`src/rtl/pe_act_broadcast_ctrl_pkg.sv`:
```
// Shared widths, packet payload, end-of-layer constant and FSM encodings
// for the PE activation broadcast controller.
package pe_act_broadcast_ctrl_pkg;

    localparam int unsigned NUM_PE_W       = 2;
    localparam int unsigned ACT_NO_W       = 8;
    localparam int unsigned ADDR_W         = ACT_NO_W + NUM_PE_W;
    localparam int unsigned DATA_W         = 16;
    localparam int unsigned PE_DATA_WIDTH  = DATA_W;
    localparam int unsigned PE_QUEUE_WIDTH = ADDR_W + DATA_W;
    localparam int unsigned CNT_W          = ACT_NO_W + 1;

    typedef struct packed {
        logic [ADDR_W-1:0] idx;
        logic [DATA_W-1:0] value;
    } pkt_t;

    localparam pkt_t EOL_PKT = '0;

    localparam logic [1:0] ST_IDLE = 2'd0;
    localparam logic [1:0] ST_SCAN = 2'd1;
    localparam logic [1:0] ST_EOL  = 2'd2;
    localparam logic [1:0] ST_DONE = 2'd3;

    // Global index places the local address above the PE index.
    function automatic pkt_t make_pkt(input logic [ACT_NO_W-1:0] addr,
                                      input logic [NUM_PE_W-1:0] pe,
                                      input logic [DATA_W-1:0]   value);
        pkt_t p;
        p.idx   = {addr, pe};
        p.value = value;
        return p;
    endfunction

endpackage

```
`src/rtl/pe_act_broadcast_ctrl_if.sv`:
```
// Packet injection bus between the broadcast controller and the PE router.
interface pe_act_broadcast_ctrl_if;
    import pe_act_broadcast_ctrl_pkg::*;

    logic pkt_valid;
    logic pkt_ready;
    pkt_t pkt_data;

    modport master (output pkt_valid, output pkt_data, input pkt_ready);
    modport slave  (input pkt_valid, input pkt_data, output pkt_ready);

endinterface

```
`src/rtl/pe_act_broadcast_ctrl_skid_fifo.sv`:
```
// Two-entry first-word-fall-through packet FIFO; head entry and flags are registers.
module pe_pkt_skid_fifo
    import pe_act_broadcast_ctrl_pkg::*;
(
    input  logic       clk,
    input  logic       rst_n,
    input  logic       push_i,
    input  logic       pop_i,
    input  pkt_t       din_i,
    output logic       full_o,
    output logic [1:0] count_o,
    output logic       valid_o,
    output pkt_t       dout_o
);

    pkt_t       head_q, head_d;
    pkt_t       tail_q, tail_d;
    logic [1:0] count_q, count_d;
    logic       valid_q, full_q;
    logic       pop_c, push_c;

    assign pop_c  = pop_i && (count_q != 2'd0);
    assign push_c = push_i && ((count_q != 2'd2) || pop_c);

    // Head always holds the oldest entry; pops shift the tail forward.
    always_comb begin
        head_d  = head_q;
        tail_d  = tail_q;
        count_d = count_q;
        case (count_q)
            2'd0: begin
                if (push_c) begin
                    head_d  = din_i;
                    count_d = 2'd1;
                end
            end
            2'd1: begin
                if (push_c && pop_c) begin
                    head_d = din_i;
                end else if (push_c) begin
                    tail_d  = din_i;
                    count_d = 2'd2;
                end else if (pop_c) begin
                    count_d = 2'd0;
                end
            end
            2'd2: begin
                if (pop_c) begin
                    head_d = tail_q;
                    if (push_c) begin
                        tail_d = din_i;
                    end else begin
                        count_d = 2'd1;
                    end
                end
            end
            default: count_d = 2'd0;
        endcase
    end

    always_ff @(posedge clk or negedge rst_n) begin
        if (!rst_n) begin
            head_q  <= '0;
            tail_q  <= '0;
            count_q <= 2'd0;
            valid_q <= 1'b0;
            full_q  <= 1'b0;
        end else begin
            head_q  <= head_d;
            tail_q  <= tail_d;
            count_q <= count_d;
            valid_q <= (count_d != 2'd0);
            full_q  <= (count_d == 2'd2);
        end
    end

    assign full_o  = full_q;
    assign count_o = count_q;
    assign valid_o = valid_q;
    assign dout_o  = head_q;

endmodule

```
`src/rtl/pe_act_broadcast_ctrl.sv`:
```
// Scans one regfile half per layer, forwards nonzero activations as {global_idx, value}
// packets to the router and closes the layer with an all-zero end-of-layer packet.
module pe_act_broadcast_ctrl
    import pe_act_broadcast_ctrl_pkg::*;
(
    input  logic                  clk,
    input  logic                  rst_n,
    input  logic [NUM_PE_W-1:0]   PE_IDX,
    input  logic                  bcast_start,
    input  logic                  act_regfile_dir,
    input  logic [ACT_NO_W-1:0]   in_act_no,
    output logic                  rf_rd_en,
    output logic                  rf_rd_dir,
    output logic [ACT_NO_W-1:0]   rf_rd_addr,
    input  logic [DATA_W-1:0]     rf_rd_data,
    pe_act_broadcast_ctrl_if.master pkt_if,
    output logic                  busy,
    output logic                  bcast_done
);

    logic [1:0]          state_q, state_d;
    logic                dir_q, dir_d;
    logic [ACT_NO_W-1:0] act_no_q, act_no_d;
    logic [CNT_W-1:0]    addr_q, addr_d;
    logic [ACT_NO_W-1:0] ret_addr_q, ret_addr_d;
    logic                ret_q, ret_d;
    logic                eol_pushed_q, eol_pushed_d;
    logic                busy_q, busy_d;
    logic                done_q, done_d;

    logic                scan_left_c, credit_ok_c, issue_c;
    logic                pop_c, push_c, data_push_c, eol_push_c, eol_hs_c;
    pkt_t                push_pkt_c;
    logic [1:0]          fifo_count;
    logic                fifo_full, fifo_valid;
    pkt_t                fifo_dout;

    // A read is allowed only if its data is guaranteed a FIFO slot, counting the pop this cycle.
    assign scan_left_c = addr_q < {1'b0, act_no_q};
    assign pop_c       = fifo_valid && pkt_if.pkt_ready;
    assign credit_ok_c = (3'(fifo_count) + 3'(ret_q)) < (3'd2 + 3'(pop_c));
    assign issue_c     = (state_q == ST_SCAN) && scan_left_c && credit_ok_c;

    assign data_push_c = ret_q && (rf_rd_data != '0);
    assign eol_push_c  = (state_q == ST_EOL) && !eol_pushed_q && (!fifo_full || pop_c);
    assign push_c      = data_push_c || eol_push_c;
    assign push_pkt_c  = eol_push_c ? EOL_PKT : make_pkt(ret_addr_q, PE_IDX, rf_rd_data);

    // Nothing is pushed after EOL, so a pop of the last entry is the EOL handshake.
    assign eol_hs_c = (state_q == ST_EOL) && eol_pushed_q && pop_c && (fifo_count == 2'd1);

    always_comb begin
        state_d      = state_q;
        dir_d        = dir_q;
        act_no_d     = act_no_q;
        addr_d       = addr_q;
        ret_addr_d   = ret_addr_q;
        ret_d        = issue_c;
        eol_pushed_d = eol_pushed_q;
        busy_d       = busy_q;
        done_d       = 1'b0;
        case (state_q)
            ST_IDLE: begin
                if (bcast_start) begin
                    state_d      = ST_SCAN;
                    dir_d        = act_regfile_dir;
                    act_no_d     = in_act_no;
                    addr_d       = '0;
                    eol_pushed_d = 1'b0;
                    busy_d       = 1'b1;
                end
            end
            ST_SCAN: begin
                if (issue_c) begin
                    addr_d     = addr_q + CNT_W'(1);
                    ret_addr_d = addr_q[ACT_NO_W-1:0];
                end
                if (!scan_left_c && !ret_q) begin
                    state_d = ST_EOL;
                end
            end
            ST_EOL: begin
                if (eol_push_c) begin
                    eol_pushed_d = 1'b1;
                end
                if (eol_hs_c) begin
                    state_d = ST_DONE;
                    busy_d  = 1'b0;
                    done_d  = 1'b1;
                end
            end
            ST_DONE: state_d = ST_IDLE;
            default: state_d = ST_IDLE;
        endcase
    end

    always_ff @(posedge clk or negedge rst_n) begin
        if (!rst_n) begin
            state_q      <= ST_IDLE;
            dir_q        <= 1'b0;
            act_no_q     <= '0;
            addr_q       <= '0;
            ret_addr_q   <= '0;
            ret_q        <= 1'b0;
            eol_pushed_q <= 1'b0;
            busy_q       <= 1'b0;
            done_q       <= 1'b0;
        end else begin
            state_q      <= state_d;
            dir_q        <= dir_d;
            act_no_q     <= act_no_d;
            addr_q       <= addr_d;
            ret_addr_q   <= ret_addr_d;
            ret_q        <= ret_d;
            eol_pushed_q <= eol_pushed_d;
            busy_q       <= busy_d;
            done_q       <= done_d;
        end
    end

    pe_pkt_skid_fifo u_fifo (
        .clk     (clk),
        .rst_n   (rst_n),
        .push_i  (push_c),
        .pop_i   (pop_c),
        .din_i   (push_pkt_c),
        .full_o  (fifo_full),
        .count_o (fifo_count),
        .valid_o (fifo_valid),
        .dout_o  (fifo_dout)
    );

    assign rf_rd_en         = issue_c;
    assign rf_rd_dir        = dir_q;
    assign rf_rd_addr       = addr_q[ACT_NO_W-1:0];
    assign pkt_if.pkt_valid = fifo_valid;
    assign pkt_if.pkt_data  = fifo_dout;
    assign busy             = busy_q;
    assign bcast_done       = done_q;

endmodule

```
`src/flat_wrapper.sv`:
```
// flat-port wrapper written by rule: the top's interface ports become plain ports
module pe_act_broadcast_ctrl_flat import pe_act_broadcast_ctrl_pkg::*;
  (clk, rst_n, PE_IDX, bcast_start, act_regfile_dir, in_act_no, rf_rd_en, rf_rd_dir, rf_rd_addr, rf_rd_data, busy, bcast_done, pkt_if_pkt_valid, pkt_if_pkt_data, pkt_if_pkt_ready);
  pe_act_broadcast_ctrl_if pkt_if_i ();
  input  logic clk;
  input  logic rst_n;
  input  logic [NUM_PE_W-1:0] PE_IDX;
  input  logic bcast_start;
  input  logic act_regfile_dir;
  input  logic [ACT_NO_W-1:0] in_act_no;
  output logic rf_rd_en;
  output logic rf_rd_dir;
  output logic [ACT_NO_W-1:0] rf_rd_addr;
  input  logic [DATA_W-1:0] rf_rd_data;
  output logic busy;
  output logic bcast_done;
  output wire logic [$bits(pkt_if_i.pkt_valid)-1:0] pkt_if_pkt_valid;
  output wire logic [$bits(pkt_if_i.pkt_data)-1:0] pkt_if_pkt_data;
  input wire logic [$bits(pkt_if_i.pkt_ready)-1:0] pkt_if_pkt_ready;
  assign pkt_if_pkt_valid = pkt_if_i.pkt_valid;
  assign pkt_if_pkt_data = pkt_if_i.pkt_data;
  assign pkt_if_i.pkt_ready = pkt_if_pkt_ready;
  pe_act_broadcast_ctrl u_core (.clk(clk), .rst_n(rst_n), .PE_IDX(PE_IDX), .bcast_start(bcast_start), .act_regfile_dir(act_regfile_dir), .in_act_no(in_act_no), .rf_rd_en(rf_rd_en), .rf_rd_dir(rf_rd_dir), .rf_rd_addr(rf_rd_addr), .rf_rd_data(rf_rd_data), .pkt_if(pkt_if_i), .busy(busy), .bcast_done(bcast_done));
endmodule
```
`config.mk`:
```
export PLATFORM = sky130hd
export DESIGN_NAME = pe_act_broadcast_ctrl_flat
export DESIGN_NICKNAME = d
export VERILOG_FILES = /design/src/rtl/pe_act_broadcast_ctrl_pkg.sv /design/src/rtl/pe_act_broadcast_ctrl_if.sv /design/src/rtl/pe_act_broadcast_ctrl_skid_fifo.sv /design/src/rtl/pe_act_broadcast_ctrl.sv /design/src/flat_wrapper.sv
export SDC_FILE = /design/constraint.sdc
export NUM_CORES = 1
export LEC_CHECK = 0
export CORE_ASPECT_RATIO = 0.7
export CORE_MARGIN = 3
export CORE_UTILIZATION = 45
export CTS_BUF_LIST = sky130_fd_sc_hd__clkbuf_16
export DETAILED_ROUTE_END_ITERATION = 12
export MAX_ROUTING_LAYER = met4
export PLACE_DENSITY_LB_ADDON = 0.12
export SYNTH_ARGS = -nofsm -noshare
export SYNTH_HDL_FRONTEND = slang
export SYNTH_SLANG_ARGS = --single-unit
```
`constraint.sdc`:
```
create_clock -name clk -period 2.9 [get_ports clk]
set_input_delay 0.435 -clock clk [delete_from_list [all_inputs] [get_ports clk]]
set_output_delay 0.435 -clock clk [all_outputs]
set_load 0.005 [all_outputs]
```
# Yosys cells after proc, flatten, opt, wreduce, memory -nomap -nowiden
# Index checks and enable logic that the tools add are counted.
# op_classes
addsub	3
n_lt_le_gt_ge	2
n_eq_ne	16
n_mux	31
n_reduce_logical	37
# ops
op	count
two-way mux 26 bit	7
one-hot mux 26 bit (3 select lines)	1
one-hot mux 26 bit (2 select lines)	1
two-way mux 2 bit	9
two-way mux 9 bit	2
one-hot mux 9 bit (2 select lines)	1
nonzero test 16 bit	1
AND reduction 3 bit	5
inequality test 2 bit (second input constant)	7
logical AND 1 bit	13
nonzero test 2 bit	5
adder 9 x 1 -> 9 bit (second input constant)	1
less-than comparator 9 x 8 -> 1 bit	1
== test 2 bit (second input constant)	4
one-hot mux 2 bit (4 select lines)	1
two-way mux 1 bit	6
inequality test 2 x 1 -> 1 bit (second input constant)	3
one-hot mux 2 bit (3 select lines)	1
== test 2 x 1 -> 1 bit (second input constant)	2
zero test 1 bit	4
zero test 2 bit	2
one-hot mux 1 bit (2 select lines)	2
AND reduction 2 bit	2
AND reduction 4 bit	1
5 further kinds	7
# word_totals
register_bits	88
elab_cells	105

# Longest topological paths before layout
# Gate-level depths: netlist of run 1.
# depth
word_depth	9
ltp_mapped	9

# Hierarchy
# A second synthesis of run 1 with hierarchy kept.
# unflattened
hier_cells	390
hier_area_um2	4770.8
# modules_own_cells
module	n_inst	cells_per_inst	area_per_inst_um2	seq_area_each_um2
pe_pkt_skid_fifo	1	163	2606.2	1401.3
pe_act_broadcast_ctrl	1	227	2164.6	800.8

# Worst setup path before layout of run 1
# No wires, ideal clock.
# synth_timing
path_type	flip-flop to flip-flop
start	reg u_core.addr_q[2]
end	reg u_core.addr_q[5]
setup_ns	0.078
arrival_time_ns	2.181
required_time_ns	2.822
setup_slack_ns	0.642
stages_incl_launch_ff	8
cell_sequence	dfrtp_1 > ha_1 > a211oi_1 > o211ai_1 > a2111o_1 > buf_2 > or4_1 > a21oi_1
# synth_via
elab_chain_len	5
elab_cells_between_ends	8
classes_between	add/sub (1); order compare (1); eq/ne (1); mux (2); reduce/logical (3)
# synth_rtl
item	line_no	source
from (decl)	pe_act_broadcast_ctrl.sv:24	logic [CNT_W-1:0] addr_q, addr_d;
from (signal assigned)	pe_act_broadcast_ctrl.sv:112	addr_q <= addr_d;
less-than comparator 9 x 8 -> 1 bit	pe_act_broadcast_ctrl.sv:39	assign scan_left_c = addr_q < {1'b0, act_no_q};
logical AND 1 bit (2 in series)	pe_act_broadcast_ctrl.sv:42	assign issue_c = (state_q == ST_SCAN) && scan_left_c && credit_ok_c;
inequality test 2 x 1 -> 1 bit (no line)	-	
AND reduction 3 bit (no line)	-	
# Parallel ways exist; a longest one is shown, timed or not. The select of a mux whose other input is x is not followed.
# A chain may end at the register's enable or synchronous reset.

# Final worst setup path of run 1
# layout_timing
start	reg u_core.u_fifo.count_q[0] (netlist: u_core.u_fifo.count_o[0])
end	reg u_core.addr_q[7]
# layout_via
elab_chain_len	5
# layout_rtl
item	line_no	source
from (decl)	pe_act_broadcast_ctrl_skid_fifo.sv:18	logic [1:0] count_q, count_d;
from (signal assigned)	pe_act_broadcast_ctrl_skid_fifo.sv:71	count_q <= count_d;
adder 2 x 1 -> 3 bit	pe_act_broadcast_ctrl.sv:41	assign credit_ok_c = (3'(fifo_count) + 3'(ret_q)) < (3'd2 + 3'(pop_c));
less-than comparator 3 bit	pe_act_broadcast_ctrl.sv:41	
logical AND 1 bit	pe_act_broadcast_ctrl.sv:42	
inequality test 2 x 1 -> 1 bit (no line)	-	
AND reduction 3 bit (no line)	-	
# Every way passes these cells.

==> results of run 1 <==
-- per-stage QoR --
| stage | cell area (um2) | worst slack [ns] | hold slack, ns | instances |
|---|---|---|---|---|
| 6_report | 5290 | 0.4010 | 0.001267 | 601 |
| 5_1_grt | 5290 | 0.3073 | 0.01265 | 601 |
| 4_1_cts | 5274 | 0.03661 | 0.01461 | 601 |
| 3_5_place_dp | 4985 | 0.1838 | 0.3809 | 585 |
| 3_3_place_gp | 4985 | 0.2266 | 0.3710 | 585 |
| 2_1_floorplan | 4164 | 0.6417 | 0.1394 | 413 |
-- final cells by class --
type | instances | area (um2) | area share
flip-flops and latches | 88 | 2206 | 0.4170
multi-input cells | 280 | 1775 | 0.3356
inverters | 15 | 56.30 | 0.01064
repair buffers | 82 | 813.3 | 0.1537
clock inverters | 7 | 63.81 | 0.01206
clock buffers | 9 | 225.2 | 0.04257
well taps | 120 | 150.1 | 0.02838
-- power breakdown --
part / switching, mW / total [mW] / internal (mW) / leakage (nW)
registers: 0.298 / 2.03 / 1.73 / 1.09
clock network: 0.476 / 1.14 / 0.660 / 0.144
logic: 1.12 / 2.29 / 1.17 / 1.17
total: 1.90 / 5.45 / 3.56 / 2.40
-- cells in the mapped netlist, types with 2 or more instances --
library cell | count | area share
sky130_fd_sc_hd__nand2b_1 | 3 | 0.0045
sky130_fd_sc_hd__clkbuf_1 | 19 | 0.017
sky130_fd_sc_hd__inv_1 | 15 | 0.014
sky130_fd_sc_hd__o32ai_1 | 2 | 0.0042
sky130_fd_sc_hd__ha_1 | 14 | 0.042
sky130_fd_sc_hd__nor2b_1 | 2 | 0.0030
sky130_fd_sc_hd__or3_1 | 3 | 0.0045
sky130_fd_sc_hd__and2_1 | 8 | 0.012
sky130_fd_sc_hd__or4_1 | 3 | 0.0054
sky130_fd_sc_hd__a211oi_1 | 20 | 0.036
sky130_fd_sc_hd__a21oi_1 | 8 | 0.0096
sky130_fd_sc_hd__buf_4 | 8 | 0.014
sky130_fd_sc_hd__nor4_1 | 12 | 0.018
sky130_fd_sc_hd__nor3_1 | 38 | 0.046
sky130_fd_sc_hd__nor4b_1 | 2 | 0.0042
sky130_fd_sc_hd__nand4b_1 | 3 | 0.0063
sky130_fd_sc_hd__a21o_1 | 2 | 0.0036
sky130_fd_sc_hd__nand4_1 | 2 | 0.0030
sky130_fd_sc_hd__a211o_1 | 2 | 0.0042
sky130_fd_sc_hd__buf_2 | 3 | 0.0036
sky130_fd_sc_hd__o21a_1 | 3 | 0.0054
sky130_fd_sc_hd__nand2_1 | 48 | 0.043
sky130_fd_sc_hd__o31ai_1 | 2 | 0.0036
sky130_fd_sc_hd__o21ai_0 | 26 | 0.031
sky130_fd_sc_hd__nor2_1 | 32 | 0.029
sky130_fd_sc_hd__dfrtp_1 | 88 | 0.53
sky130_fd_sc_hd__mux2_2 | 26 | 0.070
sky130_fd_sc_hd__nand3_1 | 5 | 0.0060
-- metal layers --
metal	vias to the layer above	GRT usage
met5	-	-
met4	0	0.04733
met3	8	0.06001
met2	84	0.2969
met1	1607	0.2987
li1	1596	-
-- worst max path at each step --
| stage | from | to | cells after the start |
|---|---|---|---|
| after detailed placement | pkt_if_pkt_ready | u_core.state_q[1]$_DFFE_PN0P_ | 5 |
| final | u_core.u_fifo.count_o[0]$_DFF_PN0_ | u_core.addr_q[7]$_DFFE_PN0P_ | 6 |
| after global routing | u_core.u_fifo.count_o[0]$_DFF_PN0_ | u_core.addr_q[7]$_DFFE_PN0P_ | 6 |
| after floorplan | u_core.addr_q[2]$_DFFE_PN0P_ | u_core.addr_q[5]$_DFFE_PN0P_ | 7 |
| after CTS | u_core.addr_q[7]$_DFFE_PN0P_ | rf_rd_en | 6 |
| after global placement | pkt_if_pkt_ready | rf_rd_en | 6 |
-- cells by family (layout without fill, tap and decap cells) --
family                     after synthesis  count (layout)  share of synthesized area
and+or+nand+nor                        165             165                     0.1920
adders and majority gates               14              14                    0.04207
muxes                                   27              27                    0.07272
AOI/OAI and AO/OA                       74              74                     0.1157
buffers and inverters                   45             113                    0.04868
DFF                                     88              88                     0.5288
-- sequential cells by signal, indices dropped and copies added (netlist names), 2 cells and up --
register,cells
u_core.u_fifo.count_o,2
u_core.u_fifo.dout_o,26
u_core.u_fifo.tail_q,26
u_core.addr_q,9
u_core.ret_addr_q,8
u_core.state_q,2
u_core.act_no_q,8
-- cell usage in the layout, fill, tap and decap left out, types with 5 or more instances in the layout --
cell	instances
sky130_fd_sc_hd__nand3_1	5
sky130_fd_sc_hd__clkdlybuf4s50_1	67
sky130_fd_sc_hd__ha_1	14
sky130_fd_sc_hd__and2_1	8
sky130_fd_sc_hd__buf_4	12
sky130_fd_sc_hd__nor3_1	38
sky130_fd_sc_hd__dfrtp_1	85
sky130_fd_sc_hd__nor2_1	31
sky130_fd_sc_hd__mux2_2	26
sky130_fd_sc_hd__o21ai_0	26
sky130_fd_sc_hd__nand2_1	48
sky130_fd_sc_hd__nor4_1	12
sky130_fd_sc_hd__a21oi_1	8
sky130_fd_sc_hd__clkbuf_16	9
sky130_fd_sc_hd__a211oi_1	18
sky130_fd_sc_hd__inv_1	16
==> run summary, run 1 <==
The run finished with clean final reports. The setup check on the worst reg-to-reg path leaves a slack of 0.40 ns. The clock latency on the worst-skew pair came out at 0.34 ns.

The areal power density over the cells was 1030 nW/um2. The maximum number of pins on one net before global-route repair is 64. The number of hold buffers added after CTS was 0. Setup violations remaining at the end of the flow were counted as 0. The logs give 28 for the placement row count and 0 for the initial antenna violation count.

Clock-pin slew was measured on the worst setup and hold paths at 0.07 ns. Detailed routing placed a total of 4443 um of wire on met2. The detailed route wirelength on metal3 came out at 658 um. Among all stages on the critical path, the largest delay is contributed by sky130_fd_sc_hd__or4_1. The utilization of the core after routing came out at 0.6064. The first-pass GRT wire length was 16540 um. The number of nets produced by synthesis is 458, and the remaining antenna violation count is 0.

The total track usage came out at 0.2090. Placed wire-length estimate: 6890 um. For the final database, setup skew stands at 0.007332 ns. The async set-reset flop share out of synthesis came out at 1.000. For this block, wires on met1 add up to 4735 um. The synthesized area per cell was 10.08 um2; the final critical path time including I/O delays and setup was 2.499 ns. For the global route total overflow, the log shows 0. In the synthesized netlist the dominant register cell turns out to be sky130_fd_sc_hd__dfrtp_1. The min-delay analysis places its worst path in the category input port to async pin. The category of the worst setup path launch point is a flop. The critical path goes through ha_1 > ha_1 > a211o_1 > a2111o_1 > or4_1 > a21oi_1.

Synthesis inferred 88 register bits. The via density per instance is 5.483. The floorplan step defined a die boundary enclosing 10460 um2. The analysis attributes to cell leakage a power of 2.402 nW. The number of DRC violations after detailed routing was 0; the instance count of the mapped netlist was 413. For the sequential fraction of the synthesis area, the log shows 0.5288. The y dimension of the die is 86.48 um. The endpoint of the worst-slack reg-to-reg timing path is u_core.addr_q[7]$_DFFE_PN0P_.

After synthesis the cells add up to 4164 um2. After the first detailed-routing iteration, the DRC count stood at 285. The final max-slew violation count was 0; the initial core utilization was 0.4773. The run gives 521 as the net count of the finished layout. The share of cells above drive strength 1 was 0.1351. The required arrival time at the worst endpoint came out at 3.16 ns. The tools report the number of maximum-capacitance violations as 0. In this run, CTS created clock tree buffers numbering 9. The design draws 5.451 mW. The period utilization was 0.8617; the final hold violation count was 0.

The headroom to the max-slew limit is 0.4518. For the count of inserted antenna diode cells, the log shows 0. STA classifies the critical path endpoint as a flop. The logs give 0 for the number of post-CTS setup repair buffers and 3295 for the number of vias in the routed layout. In this run, synthesis inferred 0 flip-flops with an integrated enable. Number of buffers added on ports: 69. Setup repair after global routing left no endpoint under its margin. The data arrival time of the worst path was 2.76 ns; the routability congestion estimate was 0.8012.

The final layout contains routed wiring with a total length of 9912 um. The clock tree buffer depth was 2; the number of levels in the clock H-tree was 3. The tree is rooted in a sky130_fd_sc_hd__clkbuf_16. Fill cells in the final layout number 735. For the final routed database, the setup TNS stands at 0 ns.

Yosys printed 0 warnings. In this run the worst path has a maximum fanout of 11. The top layer reached by signal wires was met4.

The upper clock frequency limit came out at 0.4002 GHz. At the pin with the least slew margin, the transition time is 0.8224 ns. The total area inside the core boundary comes to 8723 um2. The largest single stage delay on the critical path is 0.52 ns. TritonCTS built the clock tree. The number of global-route vias before repair was 3219. The average routed wire per standard cell is 16.49 um.

In this run the count of I/O pins placed on the die edge is 70. The buffers plus inverters on the worst setup path came out at 0. The number of gates resized after CTS was 0.

The category of the critical setup timing path was flop to flop. IR analysis of the VDD net gives a maximum drop of 0.4723 mV. For the first-pass iteration count of the detailed router, the log shows 4. Cell family contributing the most delay on the critical path: compound AO/OA/AOI/OAI gates. The netlist uses 42 different library cells.

The die width was 121.0 um; the clock net sink count was 88. By instance count, the cell type seen most on the critical path is sky130_fd_sc_hd__ha_1. The startpoint identified for the worst register-to-register timing path is u_core.u_fifo.count_o[0]$_DFF_PN0_. The signed area change from the synthesized netlist to the final layout came out at 27.04%. The number of cell instances on the worst register-to-register path works out to 6.
(Power assumes the default switching activity.)
==> inputs of run 2 (changes only) <==
CTS_CLUSTER_DIAMETER = 120   (was not set)
CTS_CLUSTER_SIZE = 28   (was not set)
==> results of run 2 <==
Same layout as run 1: the final DEF is identical, and so are final timing and power.
==> inputs of run 3 (changes only) <==
ABC_AREA = 1   (was not set)
==> run 3 against run 2 <==
  * Global-route usage rose by 0.32 points
  * Die area rose by 11%
  * Area after synthesis rose by 12%
  * Register-to-register slack improved by 0.40 ns
  * Combinational power rose by 5%
  * Critical path type is now flop to primary output
  * Critical endpoint is now rf_rd_en
==> run summary, run 3 <==
The total track usage is 0.2122, and the initial antenna violation count is 0. The largest single stage delay on the critical path is 0.51 ns. Cell internal power was estimated by the tool at 3.177 mW.

Relative to the synthesized area, the layout overhead comes to 21.81%. The die covers 11640 um2. The final hold violation count came out at 0. The number of global-route vias before repair came out at 3940. For this run, the post-layout net count is 714. The fraction of post-synthesis cell area in the top cell type by area was 0.4721.

The tools report the sequential fraction of the synthesis area as 0.4721. The logs give 0.5627 for the headroom to the max-slew limit and 9910 um2 for the area of the core. The average routed wire per standard cell is 14.33 um.

On the final layout, the worst clock skew is 0.006578 ns. The tools report the first-pass GRT wire length as 19380 um. Walking the worst path, the cells encountered are ha_1 > ha_1 > or2_0 > or2_4 > nor2_4 > clkdlybuf4s50_1. Routability-driven placement finished with a final weighted congestion of 0.8711. The run gives 0.343 as the sequential share of power. The standard cell area after detailed placement is 5399 um2, and the wire length reported by the detailed router is 11480 um. Setup repair after global routing left no endpoint under its margin. The wire-length estimate of the detail-placed layout is 7635 um.

The detail route stage leaves a number of antenna-violating nets equal to 0. The total of fill cells in the finished design was 950. For the pin with the worst max-slew slack, the measured transition is 0.6560 ns. The clock reaches the later pin of the worst-skew pair after 0.34 ns.

The period utilization is 0.9511. The share of cells above drive strength 1 is 0.06686. The synthesized design spends more area on one cell type than any other, namely sky130_fd_sc_hd__dfrtp_1. The worst register-to-register path ends at u_core.addr_q[2]$_DFFE_PN0P_.

The clock slew seen by the registers of the worst setup and hold paths is 0.06 ns. In the routed layout, each cell is associated on average with a via count of 5.126. The number of cell instances on the worst register-to-register path was 8; the TritonCTS buffer count was 9. The sequential cells in the finished layout cover a total of 2202 um2.

The share of the synthesized area in compound gates (AO/OA/AOI/OAI) came out at 0.03782. The required arrival time at the worst endpoint is 2.47 ns. The routed design could run at a clock period as short as 2.758 ns. The areal power density over the cells came out at 945.3 nW/um2.

For this run, the leading register cell type out of synthesis is sky130_fd_sc_hd__dfrtp_1. In this design, the largest share of critical-path delay is due to simple AND/OR/NAND/NOR gates. The tools report the number of vias in the routed layout as 4106. The cell with the most instances after synthesis was sky130_fd_sc_hd__nand2_1. The cell count after synthesis came out at 613.

The async set-reset flop share out of synthesis is 1.000, and the number of maximum-capacitance violations is 0. The number of warnings issued by yosys came out at 0. The worst hold path belongs to the class input port to async pin. The detailed router finished its first iteration with 283 violations.

The area of the mapped netlist was 4664 um2; the number of buffers added on ports was 69. Summed over all nets, the switching power comes to 2.194 mW. Ranked by instance count, the synthesized netlist is headed by 240 x sky130_fd_sc_hd__nand2_1, 88 x sky130_fd_sc_hd__dfrtp_1, 53 x sky130_fd_sc_hd__nor2_1.

The maximum number of pins on one net before global-route repair was 51. The data arrival time of the worst path is 2.32 ns, and the first-pass iteration count of the detailed router is 5. The I/O pin count is 70. Category of the worst setup path launch point: a flop. The area share of xor/xnor cells in the synthesized design is 0.01127, and the y dimension of the die is 91.18 um. Leaving out fill and tap cells, the most frequent cell in the layout is sky130_fd_sc_hd__nand2_1. For this run, design rule violations remaining after detail routing come to 0. In the post-synthesis netlist, the biggest area contributors are sky130_fd_sc_hd__dfrtp_1 47%, sky130_fd_sc_hd__nand2_1 19%, sky130_fd_sc_hd__nand3_1 4.5%. In this run the critical register-to-register path is launched from u_core.u_fifo.count_o[0]$_DFF_PN0_. The fraction of power spent switching nets was 0.4084; the clock tree buffer depth was 2.

The share of synthesized cell area in full adder, half adder and majority cells was 0.03755; the number of synthesized flops with an enable pin was 0. After synthesis the netlist holds a flip-flop and latch count of 88. Of all nets on the critical path, the largest fanout is 6. Summed over all cells, the static leakage comes to 2.990 nW.

The worst-case IR drop observed on VDD is 0.5510 mV. The multi-input combinational cells in the finished layout cover a total of 2053 um2. Based on the critical path, the design can be clocked at up to 0.3626 GHz. The slowest stage of the critical path is the sky130_fd_sc_hd__clkdlybuf4s50_1 cell. The buffers plus inverters on the worst setup path is 1. Category of the critical setup timing path: flop to primary output. The final max-slew violation count came out at 0.

Clock power share: 0.207. The setup total negative slack was 0 ns; the simple-gate area share of the yosys netlist was 0.3468. For the worst path setup slack after routing, the log shows 0.1418 ns.

In the layout the commonest cells are 240 x sky130_fd_sc_hd__nand2_1, 88 x sky130_fd_sc_hd__dfrtp_1, 68 x sky130_fd_sc_hd__clkdlybuf4s50_1, 53 x sky130_fd_sc_hd__inv_1, 53 x sky130_fd_sc_hd__nor2_1. The tree is rooted in a sky130_fd_sc_hd__clkbuf_16. For the clock net sink count, the log shows 88.

STA classifies the critical path endpoint as a primary output. When the netlist entered floorplanning its net count stood at 658. The combinational share of power was 0.449.

The initial core utilization was 0.4707. The run finished with clean final reports. Global route total overflow: 0. Cell repeated most along the worst path: sky130_fd_sc_hd__ha_1.

For the slack of the worst reg-to-reg path, the log shows 0.80 ns. The multiplexer fraction of the synthesized cell area was 0.004828; the distinct cell type count of the synthesized netlist was 31. The die is 127.7 um wide. The count of inserted antenna diode cells is 0, and the synthesized area per cell is 7.609 um2. The H-tree was split into 3 levels. The tools report the worst-case setup slack after placement as 0.3770 ns. By area, the combinational part of the netlist is dominated by simple AND/OR/NAND/NOR gates.

The finished cells cover 5682 um2. TritonCTS built the clock tree. After floorplanning, the core was divided into 30 placement rows. Buffers inserted to repair hold after CTS numbered 0. Setup violations remaining at the end of the flow were counted as 0.
-- run 3: changes by cell type after synthesis, sizes merged, moves of 4 or more --
cell / delta
inv: +41
nor2: +23
a211oi: -20
nand2: +195
o21ai: -11
nand4: +31
mux2: -24
clkbuf: -11
nor4: -12
xor2: +4
nand3: +38
buf: +17
nor3: -38
and2: -8
-- run 3: metal layers --
metal  up-vias  track usage  part of all wire
met1      1953       0.3010              0.49
met3        11      0.04821             0.060
met2       111       0.3135              0.44
li1       2031            -                 -
met4         0      0.04682             0.010
met5         -            -                 0
-- run 3: logic make-up (layout without fill, tap and decap cells) --
group,Yosys count,count (layout)
AOI/OAI and AO/OA,30,30
xor gates and xnor gates,6,6
adders and majority gates,14,14
buffers and inverters,92,152
DFF,88,88
muxes,2,2
and+or+nand+nor,381,381
-- run 3: repair_timing --
item | in CTS | in global routing
setup endpoints to repair | 0 | 1
gates resized for setup | 0 | 1
buffers inserted | 0 | 0
-- run 3: worst max path at each step --
| stage | from | endpoint | slack (ns) | cells past startpoint |
|---|---|---|---|---|
| floorplan | u_core.state_q[1]$_DFFE_PN0P_ | rf_rd_en | 0.94 | 7 |
| CTS | u_core.addr_q[2]$_DFFE_PN0P_ | rf_rd_en | 0.07 | 9 |
| finish | u_core.u_fifo.count_o[0]$_DFF_PN0_ | rf_rd_en | 0.14 | 6 |
| global placement | pkt_if_pkt_ready | rf_rd_en | 0.39 | 6 |
| global route | u_core.u_fifo.count_o[0]$_DFF_PN0_ | rf_rd_en | 0.03 | 6 |
| detailed placement | pkt_if_pkt_ready | rf_rd_en | 0.38 | 6 |
-- run 3: final cells by class --
type | instances | share of cell area
flip-flops and latches | 88 | 0.3876
clock buffers | 9 | 0.03964
repair buffers | 81 | 0.1370
clock inverters | 6 | 0.009249
well taps | 128 | 0.02819
inverters | 56 | 0.03700
multi-input cells | 433 | 0.3614
-- run 3: per-stage QoR --
step                      utilization  power [mW]  cells  hold WS (ns)
final                          0.5734       5.371    801        0.1256
after detailed placement       0.5448       4.289    786        0.4582
after global routing           0.5734       5.817    801        0.1667
after CTS                      0.5729       5.416    801        0.1475
after floorplan                     -       3.434    613        0.1394
after global placement         0.5448       4.213    786        0.4531
-- run 3: power groups by stage --
stage          Combinational (mW)  Clock (mW)  Sequential (mW)
3_5_place_dp                 2.42           0             1.87
6_report                     2.41        1.11             1.84
5_1_grt                      2.73        1.18             1.90
4_1_cts                      2.43        1.14             1.85
2_1_floorplan                1.61           0             1.83
3_3_place_gp                 2.36           0             1.85
